===== config.mk =====
export PLATFORM = sky130hd
export DESIGN_NAME = dbg_trace_reader
export DESIGN_NICKNAME = d
export VERILOG_FILES = /design/src/rtl/dbg_trace_reader.sv
export SDC_FILE = /design/constraint.sdc
export NUM_CORES = 1
export LEC_CHECK = 0
export BUFFER_PORTS_ARGS = -buffer_cell sky130_fd_sc_hd__buf_2
export CORE_UTILIZATION = 49
export DETAILED_ROUTE_END_ITERATION = 6
export GPL_TIMING_DRIVEN = 0
export PLACE_DENSITY_LB_ADDON = 0.05
export SYNTH_ARGS = -nofsm -noshare
export SYNTH_HDL_FRONTEND = slang
export SYNTH_SLANG_ARGS = --single-unit

===== constraint.sdc =====
create_clock -name clk_i -period 9.31 [get_ports clk_i]
set_input_delay 1.3965 -clock clk_i [delete_from_list [all_inputs] [get_ports clk_i]]
set_output_delay 1.3965 -clock clk_i [all_outputs]
set_load 0.02 [all_outputs]

===== src/rtl/dbg_trace_reader.sv =====
// dbg_trace_reader: reader side of the on-chip instruction trace buffer.
// On a start request it snapshots the writer pointer, the wrap/trigger status
// and the telemetry counters. It then streams a framed dump over valid/ready:
// a 7-word header followed by PC/INSTR pairs, oldest entry first.
// While the dump runs it holds freeze_o high so the trace writer and the
// counters stay still.
// Optional build macro: DBG_TRACE_CHECKSUM_EN appends an XOR trailer word.
`timescale 1ns/1ps

module dbg_trace_reader #(
    parameter int TRACE_DEPTH    = 64,
    parameter int TRACE_PTR_BITS = $clog2(TRACE_DEPTH)
) (
    input  logic                      clk_i,
    input  logic                      rst_i,
    input  logic                      start_i,
    input  logic                      trace_triggered_i,
    input  logic                      trace_wrapped_i,
    input  logic [TRACE_PTR_BITS-1:0] trace_wr_ptr_i,
    output logic [TRACE_PTR_BITS-1:0] trace_rd_addr_o,
    input  logic [31:0]               trace_rd_pc_i,
    input  logic [31:0]               trace_rd_instr_i,
    input  logic [63:0]               tlm_mcycle_i,
    input  logic [63:0]               tlm_minstret_i,
    input  logic [63:0]               tlm_stall_i,
    output logic                      freeze_o,
    output logic                      busy_o,
    output logic                      done_o,
    output logic                      m_valid_o,
    output logic [31:0]               m_data_o,
    output logic                      m_last_o,
    input  logic                      m_ready_i
);

    // One extra bit so a full buffer (count == TRACE_DEPTH) is representable.
    localparam int CNT_W = TRACE_PTR_BITS + 1;

    typedef enum logic [2:0] {
        IDLE,
        HDR,
        RD_ISSUE,
        RD_WAIT,
        EMIT_PC,
        EMIT_INSTR,
        DONE
`ifdef DBG_TRACE_CHECKSUM_EN
        , CSUM
`endif
    } state_t;

    // State entered once the last payload word has gone out.
`ifdef DBG_TRACE_CHECKSUM_EN
    localparam state_t FRAME_END = CSUM;
`else
    localparam state_t FRAME_END = DONE;
`endif

    state_t                    state;
    state_t                    state_nxt;

    // Snapshot taken at start accept.
    logic [CNT_W-1:0]          cnt;
    logic [TRACE_PTR_BITS-1:0] base;
    logic                      trig;
    logic                      wrap;
    logic [63:0]               mcycle;
    logic [63:0]               minstret;
    logic [63:0]               stall;

    // Walk position and read holding registers.
    logic [2:0]                hdr_idx;
    logic [CNT_W-1:0]          idx;
    logic [31:0]               pc_q;
    logic [31:0]               instr_q;
    logic [31:0]               hdr_word;

`ifdef DBG_TRACE_CHECKSUM_EN
    logic [31:0]               csum;
`endif

    logic                      xfer;
    logic                      hdr_end;
    logic                      last_entry;

    assign xfer       = m_valid_o & m_ready_i;
    assign hdr_end    = (hdr_idx == 3'd6);
    assign last_entry = (idx == cnt - CNT_W'(1));

    // Oldest-first address; the sum truncates to the pointer width, which is
    // exactly the modulo-TRACE_DEPTH wrap of the circular buffer.
    assign trace_rd_addr_o = base + idx[TRACE_PTR_BITS-1:0];

    // State register.
    always_ff @(posedge clk_i or posedge rst_i) begin
        // NOTE: sequential state uses non-blocking assignments so every
        // register samples pre-edge values regardless of block ordering.
        if (rst_i) state <= IDLE;
        else       state <= state_nxt;
    end

    // Next-state logic.
    always_comb begin
        // NOTE: default first so no path leaves state_nxt unassigned (no latch).
        state_nxt = state;
        case (state)
            IDLE:       if (start_i) state_nxt = HDR;
            HDR:        if (xfer && hdr_end)
                            state_nxt = (cnt == '0) ? FRAME_END : RD_ISSUE;
            RD_ISSUE:   state_nxt = RD_WAIT;
            RD_WAIT:    state_nxt = EMIT_PC;
            EMIT_PC:    if (xfer) state_nxt = EMIT_INSTR;
            EMIT_INSTR: if (xfer) state_nxt = last_entry ? FRAME_END : RD_ISSUE;
`ifdef DBG_TRACE_CHECKSUM_EN
            CSUM:       if (xfer) state_nxt = DONE;
`endif
            DONE:       state_nxt = IDLE;
            default:    state_nxt = IDLE;
        endcase
    end

    // Header word selection; words 1..6 are the counters, low half first.
    always_comb begin
        hdr_word = 32'h0;
        case (hdr_idx)
            3'd0:    hdr_word = {16'hD7AC, trig, wrap, 6'b0, 8'(cnt)};
            3'd1:    hdr_word = mcycle[31:0];
            3'd2:    hdr_word = mcycle[63:32];
            3'd3:    hdr_word = minstret[31:0];
            3'd4:    hdr_word = minstret[63:32];
            3'd5:    hdr_word = stall[31:0];
            3'd6:    hdr_word = stall[63:32];
            default: hdr_word = 32'h0;
        endcase
    end

    // Outputs decoded from the state. Data comes only from registers that
    // change on a transfer, so it stays stable while the sink stalls.
    always_comb begin
        m_valid_o = 1'b0;
        m_data_o  = 32'h0;
        m_last_o  = 1'b0;
        busy_o    = 1'b1;
        freeze_o  = 1'b1;
        done_o    = 1'b0;
        case (state)
            IDLE: begin
                busy_o   = 1'b0;
                // Freeze already in the accept cycle so no write slips in
                // between the snapshot and the walk.
                freeze_o = start_i;
            end
            HDR: begin
                m_valid_o = 1'b1;
                m_data_o  = hdr_word;
`ifndef DBG_TRACE_CHECKSUM_EN
                m_last_o  = hdr_end && (cnt == '0);
`endif
            end
            EMIT_PC: begin
                m_valid_o = 1'b1;
                m_data_o  = pc_q;
            end
            EMIT_INSTR: begin
                m_valid_o = 1'b1;
                m_data_o  = instr_q;
`ifndef DBG_TRACE_CHECKSUM_EN
                m_last_o  = last_entry;
`endif
            end
`ifdef DBG_TRACE_CHECKSUM_EN
            CSUM: begin
                m_valid_o = 1'b1;
                m_data_o  = csum;
                m_last_o  = 1'b1;
            end
`endif
            DONE:    done_o = 1'b1;
            default: ;
        endcase
    end

    // Snapshot capture, walk counters and read-data holding registers.
    always_ff @(posedge clk_i or posedge rst_i) begin
        if (rst_i) begin
            cnt      <= '0;
            base     <= '0;
            trig     <= 1'b0;
            wrap     <= 1'b0;
            mcycle   <= '0;
            minstret <= '0;
            stall    <= '0;
            hdr_idx  <= '0;
            idx      <= '0;
            pc_q     <= '0;
            instr_q  <= '0;
        end else begin
            if (state == IDLE && start_i) begin
                cnt      <= trace_wrapped_i ? CNT_W'(TRACE_DEPTH)
                                            : {1'b0, trace_wr_ptr_i};
                base     <= trace_wrapped_i ? trace_wr_ptr_i : '0;
                trig     <= trace_triggered_i;
                wrap     <= trace_wrapped_i;
                mcycle   <= tlm_mcycle_i;
                minstret <= tlm_minstret_i;
                stall    <= tlm_stall_i;
                hdr_idx  <= '0;
                idx      <= '0;
            end
            if (state == HDR && xfer)
                hdr_idx <= hdr_idx + 3'd1;
            if (state == RD_WAIT) begin
                pc_q    <= trace_rd_pc_i;
                instr_q <= trace_rd_instr_i;
            end
            if (state == EMIT_INSTR && xfer)
                idx <= idx + CNT_W'(1);
        end
    end

`ifdef DBG_TRACE_CHECKSUM_EN
    // Running XOR of every word sent in the current frame.
    always_ff @(posedge clk_i or posedge rst_i) begin
        if (rst_i)
            csum <= '0;
        else if (state == IDLE && start_i)
            csum <= '0;
        else if (xfer && state != CSUM)
            csum <= csum ^ m_data_o;
    end
`endif

endmodule


; After elaboration in Yosys (flattened, before gate mapping)
; Index checks and enable logic that the tools add are counted.
[totals]
regBits = 284
in_bits = 268
output_inout_bits = 43
elab_cells = 66
[classes]
add_sub_neg = 4
eq_ne = 17
mux = 20
bitwise = 1
n_reduce_logical = 12
[op_table]
columns = op, count
row1 = case mux 32 bit (7 select lines), 1
row2 = case mux 32 bit (3 select lines), 1
row3 = two-way mux 3 bit, 8
row4 = two-way mux 7 bit, 3
row5 = == test 3 bit (second input constant), 6
row6 = case mux 3 bit (6 select lines), 1
row7 = == test 3 x 2 -> 1 bit (second input constant), 4
row8 = != test 2 bit (second input constant), 4
row9 = adder 7 x 1 -> 7 bit (second input constant), 1
row10 = == test 7 bit, 1
row11 = logical NOT 7 bit, 1
row12 = subtractor 7 x 1 -> 7 bit (second input constant), 1
row13 = adder 6 bit, 1
row14 = == test 3 x 1 -> 1 bit (second input constant), 2
row15 = logical NOT 3 bit, 2
row16 = two-way mux 6 bit, 1
row17 = logical AND 1 bit, 5
row18 = two-way mux 1 bit, 4
row19 = AND reduction 4 bit, 1
row20 = nonzero test 2 bit, 2
row21 = adder 3 x 1 -> 3 bit (second input constant), 1
row22 = OR reduction 3 bit, 1
row23 = case mux 1 bit (2 select lines), 1
row24 = bitwise AND 1 bit, 1

; Depth between registers and ports, before layout
[depth]
depth_word = 7
ltp_mapped = 9
depth_no_buf = 7

; Worst setup path after synthesis
; Ideal clock, no wire load.
[synth_path]
path_type = reg-to-output
start = reg hdr_idx[2]
end = out m_data_o[21]
t_arrival_ns = 2.457
required_time_ns = 7.914
setup_slack_ns = 5.457
stages_incl_launch_ff = 9
path_buffers = 4
path_cell_list = dfrtp_1 -> clkbuf_1 -> inv_1 -> clkbuf_1 -> ha_1 -> clkbuf_1 -> clkbuf_1 -> a221oi_1 -> o21ai_0
[synth_between]
elab_chain_cells = 3
elab_cells_between_ends = 9
cone_classes = eq/ne (6) / mux (2) / reduce/logical (1)
[synth_lines]
columns = item, line_no
row1 = from (decl), 71  ; logic [2:0] hdr_idx;
row2 = from (signal assigned), 210  ; hdr_idx <= hdr_idx + 3'd1;
row3 = "== test 3 bit, or another cell as far along", 124  ; case (hdr_idx)
row4 = case mux 32 bit (7 select lines) *, 124
row5 = case mux 32 bit (3 select lines) *, 145  ; case (state)
row6 = to (decl), 30  ; output logic [31:0] m_data_o,
; Mark *: on every way between the ends. The rest lies on a longest branch, timed or not.

; Final worst setup path
[layout_path]
start = reg hdr_idx[2]
end = out m_data_o[11]
; Same word-level chain as after synthesis.

==> flow_summary.yaml <==
run_status:
  status: "finished, final reports clean"
detailed_routing:
  drt_iter0_drc: 1400
  drc: 0
  vias_per_cell: 5.53
  vias: 11600
  drtAntennaViolNets: 0
  totalWireLength_mm: 43.7
  wl_per_cell_um: 20.9
  first_pass_iters: 6
floorplanning:
  die_h_um: 165
  start_util_pct: 49.8
  fp-row-count: 59
  io_pins: 311
  coreArea_um2: 26000
  fp.dieArea_um2: 27100
  dieWidth_um: 165
setup_path:
  worstPathCellList: "clkbuf_1 -> inv_1 -> clkbuf_1 -> ha_1 -> o41ai_2 -> clkbuf_1 -> a21oi_1 -> a221o_1 -> buf_2"
  critPathMaxFanout: 10
  critPathRequiredTime_ns: 7.91
  cp_num_buf_inv: 5
  crit_path_frequent_cell: "clkbuf_1"
  critPathTopFamily: "buffers and inverters"
  crit_path_top_delay_cell: "o41ai_2"
  crit_type: "flop to primary output"
  critPathCaptureType: "primary output"
  r2r_end: "stall[29]$_DFFE_PP0P_"
  arrival_ns: 4.74
  cp-start-kind: "flop"
  slowest_delay_ns: 0.84
  rr_worst_depth: 7
  ff2ff_setup_slack_ns: 6.84
  worstReg2RegStart: "state[2]$_DFFE_PP0P_"
clock_tree:
  htreeDepth: 1
  cts_inserted_buffers: 31
  ctsHoldBuffers: 0
  post_cts_buffers: 0
  clock_path_buffers: 3
  cts_tree: "yes"
  insertion_delay_ns: 0.55
  cts_root_buffer: "clkbuf_16"
  cts_resized: 0
  clk_pin_slew_ns: 0.06
  clock_sinks: 283
sta:
  rsz0062_at_grt: "no"
  drv_slew: 0
  finalCritPeriodShare_pct: 65.9
  worst_slew_pin_slew_ns: 1.20
  setup_slack_ns: 3.17
  hold_viol: 0
  slew_headroom_pct: 19.6
  fin_skew_ns: 0.00558
  timing.fmax_ghz: 0.163
  holdWs_ns: 0.470
  period_needed_ns: 6.14
  finalSetupViolCount: 0
power_and_ir_drop:
  p_leak_uw: 0.00834
  ir_worst_vdd_uv: 225
  power.density_nw_per_um2: 357
synth:
  seq_area_frac_synth_pct: 54.7
  syn_area_um2: 12900
  synth-edff-count: 0
  netlist_instances: 1384
  async_flop_share_pct: 100
  synth_fp_nets: 1665
  synthDistinctLibCells: 45
  syn_area_per_cell_um2: 9.36
  ys.flop_type: "dfrtp_1"
  synth-seq-cells: 283
  yosys_warnings: 0
cells_and_area:
  instances_no_fill: 2094
  drive_above_1_share_pct: 26.9
  fin_util_pct: 61.9
  nets: 2010
  areaGrowthSynthToFinish_pct: 24.3
grt:
  grt_max_degree: 115
  busiest_layer: "met2"
  grt_pass1_wl_mm: 64.4
  gr-usage-met3_pct: 4.47
  antenna_found_initial: 4
  grt_use_total_pct: 32.3
  met1_usage_pct: 44.8
  use_met2_pct: 51.6
  grt_overflow: 0
  grt_pass1_vias: 11200
placed_design:
  dp_hpwl_mm: 31.3
  port_buffers: 310
  dp_cells: 2031
  globalplace.congestion: 0.884
  post-place-ws_ns: 3.93
hold_path:
  worstHoldEndpoint: "mcycle[9]$_DFFE_PP0P_"
  hold_path_depth: 2
  hp-class: "flop to flop"
  hold_start: "mcycle[9]$_DFFE_PP0P_"
job:
  cap_violations: 0
[worst min-delay path, cell delays in order (launching register included)]
cell and delay (ns):
dfrtp_1 0.34, nand2_1 0.05, nand2_1 0.05
[cells in the final DEF, fill, tap and decap left out, drive strengths merged, types with 10 or more instances in the layout]
cell type	netlist	layout
nand2	634	634
buf	10	322
dfrtp	283	283
clkbuf	84	127
mux2	93	93
o21ai	35	35
a222oi	34	34
a21oi	34	34
a221o	20	20
a22oi	18	18
inv	14	14
nor2	13	13
nand3	12	12
ha	12	12
a221oi	10	10
[kinds of logic (layout without fill, tap and decap cells)]
logic type	after synthesis	count (layout)	share of synthesized area [%]
AOI/OAI and AO/OA	177	177	10.3
xor gates and xnor gates	13	13	0.879
adders and majority gates	13	13	1.31
buffers and inverters	108	477	3.20
DFF	283	283	54.7
muxes	101	101	8.71
other	0	6	0
and+or+nand+nor	689	689	20.9
[flip-flops by register name, indices dropped and copies added (netlist names)]
register and count:
pc_q 32, hdr_idx 3, minstret 64, stall 64
trig 1, instr_q 32, idx 7, state 3
mcycle 64, cnt 7, base 6
[per-stage QoR]
stage | instance area [µm²] | total power (µW) | TNS, ns
final | 16100 | 5750 | 0
after global routing | 16100 | 6080 | 0
after CTS | 16100 | 5730 | 0
after detailed placement | 15000 | 4400 | 0
after global placement | 14900 | 4350 | -907.23
after floorplan | 12900 | 3560 | 0
[synth_stat cells (all sizes together), types with 6 or more instances]
library cell	n	area share, %
o21ai	35	1.4
a221oi	10	0.72
inv	14	0.41
mux2i	8	0.62
nor2	13	0.38
mux2	93	8.1
ha	12	1.2
a222oi	34	2.6
xnor2	7	0.47
dfrtp	283	55
a21oi	34	1.3
buf	10	0.36
a22oi	18	1.0
nand2	634	18
clkbuf	84	2.4
xor2	6	0.41
a221o	20	1.5
nand3	12	0.46
nand3b	8	0.46
[worst max path at each step]
stage,from,endpoint,slack [ns],cells past startpoint
after floorplan,rst_i,base[0]$_DFFE_PP0P_,0.11,1
after global placement,rst_i,instr_q[0]$_DFFE_PP0P_,-3.24,2
after detailed placement,hdr_idx[2]$_DFFE_PP0P_,m_data_o[11],3.93,9
after CTS,hdr_idx[2]$_DFFE_PP0P_,m_data_o[11],3.32,9
after global routing,hdr_idx[2]$_DFFE_PP0P_,m_data_o[11],3.12,9
final,hdr_idx[2]$_DFFE_PP0P_,m_data_o[11],3.17,9
[routing by layer]
metal  wire length (µm)  vias to the layer above
li1                   -                     5355
met1              18300                     5624
met2              20400                      530
met3               3490                       77
met4               1420                        0
met5                  0                        -
[area by class of cell]
type | instances | area (µm²)
Buffer | 94 | 362
Sequential cell | 283 | 7080
Fill cell | 2348 | 9890
Clock buffer | 43 | 901
Timing Repair Buffer | 312 | 1610
Multi-Input combinational cell | 993 | 5450
Inverter | 14 | 60.1
Tap cell | 335 | 419
Antenna cell | 6 | 15.0
Clock inverter | 14 | 195
[power breakdown]
| group | switching, µW | internal [µW] |
|---|---|---|
| logic | 1460 | 848 |
| clock network | 515 | 809 |
| registers | 327 | 1800 |
Power figures use the tool's default switching activity.
